`src/rtl/counter_pkg.sv`:
```
// Shared definitions for the universal counter and its command sequencer:
// counter mode encodings, sequencer state type and small decode helpers.
package counter_pkg;

  localparam logic [1:0] MODO_ARRIBA = 2'b00;
  localparam logic [1:0] MODO_ABAJO  = 2'b01;
  localparam logic [1:0] MODO_ABAJO3 = 2'b10;
  localparam logic [1:0] MODO_CARGA  = 2'b11;

  localparam int RCO_CNT_W = 8;

  typedef enum logic [1:0] {
    IDLE = 2'b00,
    LOAD = 2'b01,
    RUN  = 2'b10,
    FIN  = 2'b11
  } seq_state_t;

  // A command skips the counting phase when it only loads or asks for zero cycles.
  function automatic logic skips_run(input logic [1:0] modo, input logic ciclos_zero);
    return (modo == MODO_CARGA) || ciclos_zero;
  endfunction

endpackage

```
`src/rtl/counter_cmd_sequencer_if.sv`:
```
// Command channel of the counter sequencer: valid/ready handshake carrying
// mode, parallel-load value and cycle count.
interface counter_cmd_sequencer_if #(
  parameter int W  = 16,
  parameter int CW = 8
);
  logic          valid;
  logic          ready;
  logic [1:0]    modo;
  logic [W-1:0]  dato;
  logic [CW-1:0] ciclos;

  modport master (output valid, modo, dato, ciclos, input ready);
  modport slave  (input valid, modo, dato, ciclos, output ready);
endinterface

```
`src/rtl/counter_cmd_sequencer_sat_event_counter.sv`:
```
// Saturating event counter: clear wins over increment, holds at all-ones.
// Exposes the next value so a caller can capture the count including this edge's event.
module sat_event_counter
  import counter_pkg::*;
(
  input  logic                 clk,
  input  logic                 reset,
  input  logic                 clear,
  input  logic                 inc,
  output logic [RCO_CNT_W-1:0] count,
  output logic [RCO_CNT_W-1:0] count_next
);

  localparam logic [RCO_CNT_W-1:0] CNT_MAX = '1;

  // NOTE: every always_comb output gets a default first so no path leaves it unassigned (no latch).
  always_comb begin
    count_next = count;
    if (clear) begin
      count_next = '0;
    end else if (inc && (count != CNT_MAX)) begin
      count_next = count + RCO_CNT_W'(1);
    end
  end

  // NOTE: reset is synchronous and active-high: it only acts at a rising clock edge.
  always_ff @(posedge clk) begin
    // NOTE: state registers use non-blocking (<=) so all flops update together at the edge.
    if (reset) begin
      count <= '0;
    end else begin
      count <= count_next;
    end
  end

endmodule

```
`src/rtl/counter_cmd_sequencer.sv`:
```
// Command sequencer for the universal counter: one parallel-load cycle, N count
// cycles in the requested mode, then reports the final Q and the RCO events seen.
module counter_cmd_sequencer
  import counter_pkg::*;
#(
  parameter int W  = 16,
  parameter int CW = 8
) (
  input  logic                     clk,
  input  logic                     reset,
  counter_cmd_sequencer_if.slave   cmd,
  output logic                     enb,
  output logic [1:0]               modo,
  output logic [W-1:0]             d,
  input  logic [W-1:0]             q,
  input  logic                     rco,
  output logic                     done,
  output logic [W-1:0]             q_final,
  output logic [RCO_CNT_W-1:0]     rco_total
);

  seq_state_t          state;
  seq_state_t          state_next;
  logic [1:0]          modo_q;
  logic [W-1:0]        dato_q;
  logic [CW-1:0]       ciclos_q;
  logic [CW-1:0]       rem;
  logic                accept;
  logic                rco_inc;
  logic [RCO_CNT_W-1:0] rco_cnt;
  logic [RCO_CNT_W-1:0] rco_cnt_next;

  assign cmd.ready = (state == IDLE) && !reset;
  assign accept    = cmd.valid && cmd.ready;
  // RCO only matters once the load is done and the counter is actually stepping.
  assign rco_inc   = rco && ((state == RUN) || (state == FIN));

  sat_event_counter u_rco_cnt (
    .clk        (clk),
    .reset      (reset),
    .clear      (accept),
    .inc        (rco_inc),
    .count      (rco_cnt),
    .count_next (rco_cnt_next)
  );

  always_comb begin
    state_next = state;
    unique case (state)
      IDLE: if (accept) state_next = LOAD;
      LOAD: state_next = skips_run(modo_q, ciclos_q == '0) ? FIN : RUN;
      RUN:  if (rem == CW'(1)) state_next = FIN;
      FIN:  state_next = IDLE;
      default: state_next = IDLE;
    endcase
  end

  always_ff @(posedge clk) begin
    if (reset) begin
      state <= IDLE;
    end else begin
      state <= state_next;
    end
  end

  // Command fields are captured only on accept; later input changes are ignored.
  always_ff @(posedge clk) begin
    if (reset) begin
      modo_q   <= MODO_ARRIBA;
      dato_q   <= '0;
      ciclos_q <= '0;
    end else if (accept) begin
      modo_q   <= cmd.modo;
      dato_q   <= cmd.dato;
      ciclos_q <= cmd.ciclos;
    end
  end

  // rem starts at CICLOS on leaving LOAD; zero-cycle commands never enter RUN, so no underflow.
  always_ff @(posedge clk) begin
    if (reset) begin
      rem <= '0;
    end else if (state == LOAD) begin
      rem <= ciclos_q;
    end else if (state == RUN) begin
      rem <= rem - CW'(1);
    end
  end

  always_ff @(posedge clk) begin
    if (reset) begin
      done      <= 1'b0;
      q_final   <= '0;
      rco_total <= '0;
    end else begin
      done <= (state == FIN);
      if (state == FIN) begin
        q_final   <= q;
        rco_total <= rco_cnt_next;
      end
    end
  end

  // Moore decode of the counter controls from state and the latched command.
  always_comb begin
    enb  = 1'b0;
    modo = MODO_ARRIBA;
    d    = '0;
    unique case (state)
      LOAD: begin
        enb  = 1'b1;
        modo = MODO_CARGA;
        d    = dato_q;
      end
      RUN: begin
        enb  = 1'b1;
        modo = modo_q;
        d    = dato_q;
      end
      default: ;
    endcase
  end

endmodule

```
`src/flat_wrapper.sv`:
```
// flat-port wrapper written by rule: the top's interface ports become plain ports
module counter_cmd_sequencer_flat import counter_pkg::*;
#(
  parameter int W  = 16,
  parameter int CW = 8
)
  (clk, reset, enb, modo, d, q, rco, done, q_final, rco_total, cmd_valid, cmd_modo, cmd_dato, cmd_ciclos, cmd_ready);
  counter_cmd_sequencer_if #(.W(W), .CW(CW)) cmd_i ();
  input  logic clk;
  input  logic reset;
  output logic enb;
  output logic [1:0] modo;
  output logic [W-1:0] d;
  input  logic [W-1:0] q;
  input  logic rco;
  output logic done;
  output logic [W-1:0] q_final;
  output logic [RCO_CNT_W-1:0] rco_total;
  input wire logic [$bits(cmd_i.valid)-1:0] cmd_valid;
  input wire logic [$bits(cmd_i.modo)-1:0] cmd_modo;
  input wire logic [$bits(cmd_i.dato)-1:0] cmd_dato;
  input wire logic [$bits(cmd_i.ciclos)-1:0] cmd_ciclos;
  output wire logic [$bits(cmd_i.ready)-1:0] cmd_ready;
  assign cmd_i.valid = cmd_valid;
  assign cmd_i.modo = cmd_modo;
  assign cmd_i.dato = cmd_dato;
  assign cmd_i.ciclos = cmd_ciclos;
  assign cmd_ready = cmd_i.ready;
  counter_cmd_sequencer #(.W(W), .CW(CW)) u_core (.clk(clk), .reset(reset), .cmd(cmd_i), .enb(enb), .modo(modo), .d(d), .q(q), .rco(rco), .done(done), .q_final(q_final), .rco_total(rco_total));
endmodule
```
`config.mk`:
```
export PLATFORM = sky130hd
export DESIGN_NAME = counter_cmd_sequencer_flat
export DESIGN_NICKNAME = d
export VERILOG_FILES = /design/src/rtl/counter_pkg.sv /design/src/rtl/counter_cmd_sequencer_if.sv /design/src/rtl/counter_cmd_sequencer_sat_event_counter.sv /design/src/rtl/counter_cmd_sequencer.sv /design/src/flat_wrapper.sv
export SDC_FILE = /design/constraint.sdc
export NUM_CORES = 1
export LEC_CHECK = 0
export CAP_MARGIN = 20
export CORE_MARGIN = 2
export CORE_UTILIZATION = 40
export DETAILED_ROUTE_END_ITERATION = 8
export GPL_TIMING_DRIVEN = 0
export PLACE_DENSITY = 0.7
export SYNTH_ARGS = -nofsm -noshare
export SYNTH_HDL_FRONTEND = slang
export SYNTH_SLANG_ARGS = --single-unit
```
`constraint.sdc`:
```
create_clock -name clk -period 2.21 [get_ports clk]
set_input_delay 0.3315 -clock clk [delete_from_list [all_inputs] [get_ports clk]]
set_output_delay 0.3315 -clock clk [all_outputs]
set_load 0.01 [all_outputs]
```
==> results.ini <==
[setup_path]
crit_path_end_kind=primary output
startpoint_type=primary input
critical_path_arrival_ns=1.78
cp.required_ns=1.88
path_max_fanout=10
critical_path_class=in2out

[place]
dp_hpwl_mm=5.25
portBuffers=90
place_area_um2=4050
place_congestion=0.841

[clock_network]
htree_levels=3
cts_resized=34
cts-root-buf=clkbuf_8
clkSinkCount=69
cts_tree=built
clk_latency_ns=0.34
hold_buffers=0
cts_inserted_buffers=9
post_cts_buffers=0
clockBufferDepth=2
path_clk_slew_ns=0.07

[detailed_routing]
drtAntennaViolNets=0
drtIter0Drc=59
drt-total-wl_mm=7.26
drc=0
post_drt_wl_per_cell_um=13.2
dr.pass1.iters=4
avgViaCountPerCell=4.95
num_vias=2732

[power]
power_mw=4.36
switchingPower_mw=1.59
switching_share_pct=36.6
p_int_mw=2.76
ir_drop_v=0.000437
power_frac_seq_pct=37.3
powerDensity_nw_per_um2=1030
power.share.clock_pct=21.5
p_leak_nw=1.72
pwr-share-comb_pct=41.2

[floorplan]
die_w_um=90.9
num_rows=31
io_pins=91
die_y_um=90.9
die-area_um2=8260
core_um2=7290
initial_core_util_pct=41.4

[global_routing]
grt_overflow=0
grt_pass1_wl_mm=12.2
grt_pass1_vias=2595
grt_use_total_pct=18.2
grt_max_degree=12
antenna_found_initial=0

[timing]
tightestPinTransition_ns=0.615
final.period_utilization_pct=95.6
whs_ns=0.452
finClkSkew_ns=0.00645
grt_setup_unrepaired=yes
final_hold_viol_count=0
finalCriticalPeriod_ns=2.11
drv_slew=0
setup_viol=0
fmax_mhz=473
slew_headroom_pct=58.9

[synthesis]
netlist_top_cells_area=dfxtp_1 46%, nand2_1 8.3%, mux2i_1 6.6%
synth_seq_cells=69
synth_top_area_cell=dfxtp_1
synthDistinctLibCells=43
async_flop_share_pct=0
syn_nets=402
netlist.area_leader.share_pct=45.7
syn_area_um2=3020
yosysSeqAreaShare_pct=45.7
ys_warn_count=0
syn_area_per_cell_um2=8.68
synth_enable_flop_cells=0
synth_ff_type=dfxtp_1
syn_inst=348

[final_layout]
fillers=701
final_cell_mix=72 x clkdlybuf4s50_1, 67 x nand2_1, 67 x dfxtp_1
ff_latch_area_um2=1380
multi_input_area_um2=1550
stdcell_area_um2=4230
layout-drive-gt1-share_pct=7.95
num-nets-final=502
antenna_cells=0
area_growth_pct=40.1
layout_commonest_cell=clkdlybuf4s50_1

[run]
drv_cap=0

[worst_hold_path]
holdCritPathClass=reg2reg

[status]
status=finished, final reports clean

kinds of logic after synthesis:
kind of cell,Yosys count,synth area share (%)
AND/OR/NAND/NOR,169,28.3
flip-flops,69,45.7
AO/OA/AOI/OAI,52,11.8
buffers and inverters,28,3.60
multiplexers,20,6.63
adder cells (fa/ha/maj),8,3.31
XOR/XNOR,2,0.580
final timing paths:
kind | slack (ns) | to | startpoint | depth (start not counted)
max | 0.1 | cmd_ready | reset | 4
min | 0.45 | u_core.rco_total[4]$_SDFFE_PP0N_ | u_core.rco_total[4]$_SDFFE_PP0N_ | 2
max reg2reg | 0.37 | u_core.rco_total[7]$_SDFFE_PP0N_ | u_core.state[0]$_SDFFE_PP0P_ | 6
min reg2reg | 0.45 | u_core.rco_total[4]$_SDFFE_PP0N_ | u_core.rco_total[4]$_SDFFE_PP0N_ | 2
cell type report:
type	count	share of cell area [%]
inverter	9	0.798
clock inverter	4	0.532
multi-input combinational	251	36.5
buffer	18	2.31
timing repair buffer	90	20.6
sequential	69	32.7
clock buffer	12	3.67
tap	99	2.93
stage by stage:
| step | worst slack [ns] | cells | setup TNS, ns | util [%] |
|---|---|---|---|---|
| 4_1_cts | 0.0556 | 552 | 0 | 58.2 |
| 5_1_grt | -0.00825 | 552 | -0.00825 | 58.0 |
| 2_1_floorplan | 0.439 | 348 | 0 | - |
| 3_3_place_gp | -0.216 | 537 | -1.50 | 55.5 |
| 6_report | 0.0972 | 552 | 0 | 58.0 |
| 3_5_place_dp | -0.214 | 537 | -1.46 | 55.5 |
power by group through the flow:
| stage | registers (mW) | logic (mW) | clock network [mW] |
|---|---|---|---|
| after floorplan | 1.62 | 1.09 | 0 |
| after global placement | 1.64 | 1.70 | 0 |
| after detailed placement | 1.64 | 1.72 | 0 |
| after CTS | 1.63 | 1.81 | 0.962 |
| after global routing | 1.66 | 2.00 | 1.01 |
| final | 1.63 | 1.80 | 0.935 |
registers in the layout, summed over array words and instances (netlist names):
signal,count
u_core.state,2
u_core.dato_q,16
u_core.q_final,16
u_core.rco_total,8
u_core.ciclos_q,8
u_core.u_rco_cnt.count,8
u_core.rem,8
u_core.done,1
u_core.modo_q,2
critical path: stages:
cell,delay [ns]
clkdlybuf4s50_1,0.49
buf_2,0.22
nor2b_1,0.17
clkdlybuf4s50_1,0.56
synthesized netlist by cell type, types with 5 or more instances:
master / instances
clkbuf_1: 13
ha_1: 8
nand2_1: 67
dfxtp_1: 69
and2_1: 17
o31ai_1: 5
nand3b_1: 26
inv_1: 9
nor2_1: 31
o21ai_0: 14
a21oi_1: 9
mux2i_1: 20
metal layers:
metal / share of wire, % / vias to the layer above / routed length [um] / global-route usage, %
met5: 0 / - / 0 / 0
met1: 48 / 1242 / 3480 / 23.6
li1: - / 1397 / - / -
met3: 6.3 / 10 / 460 / 5.01
met2: 44 / 83 / 3190 / 28.1
met4: 1.8 / 0 / 134 / 8.33
No activity file was read; power rests on OpenSTA's default activity.
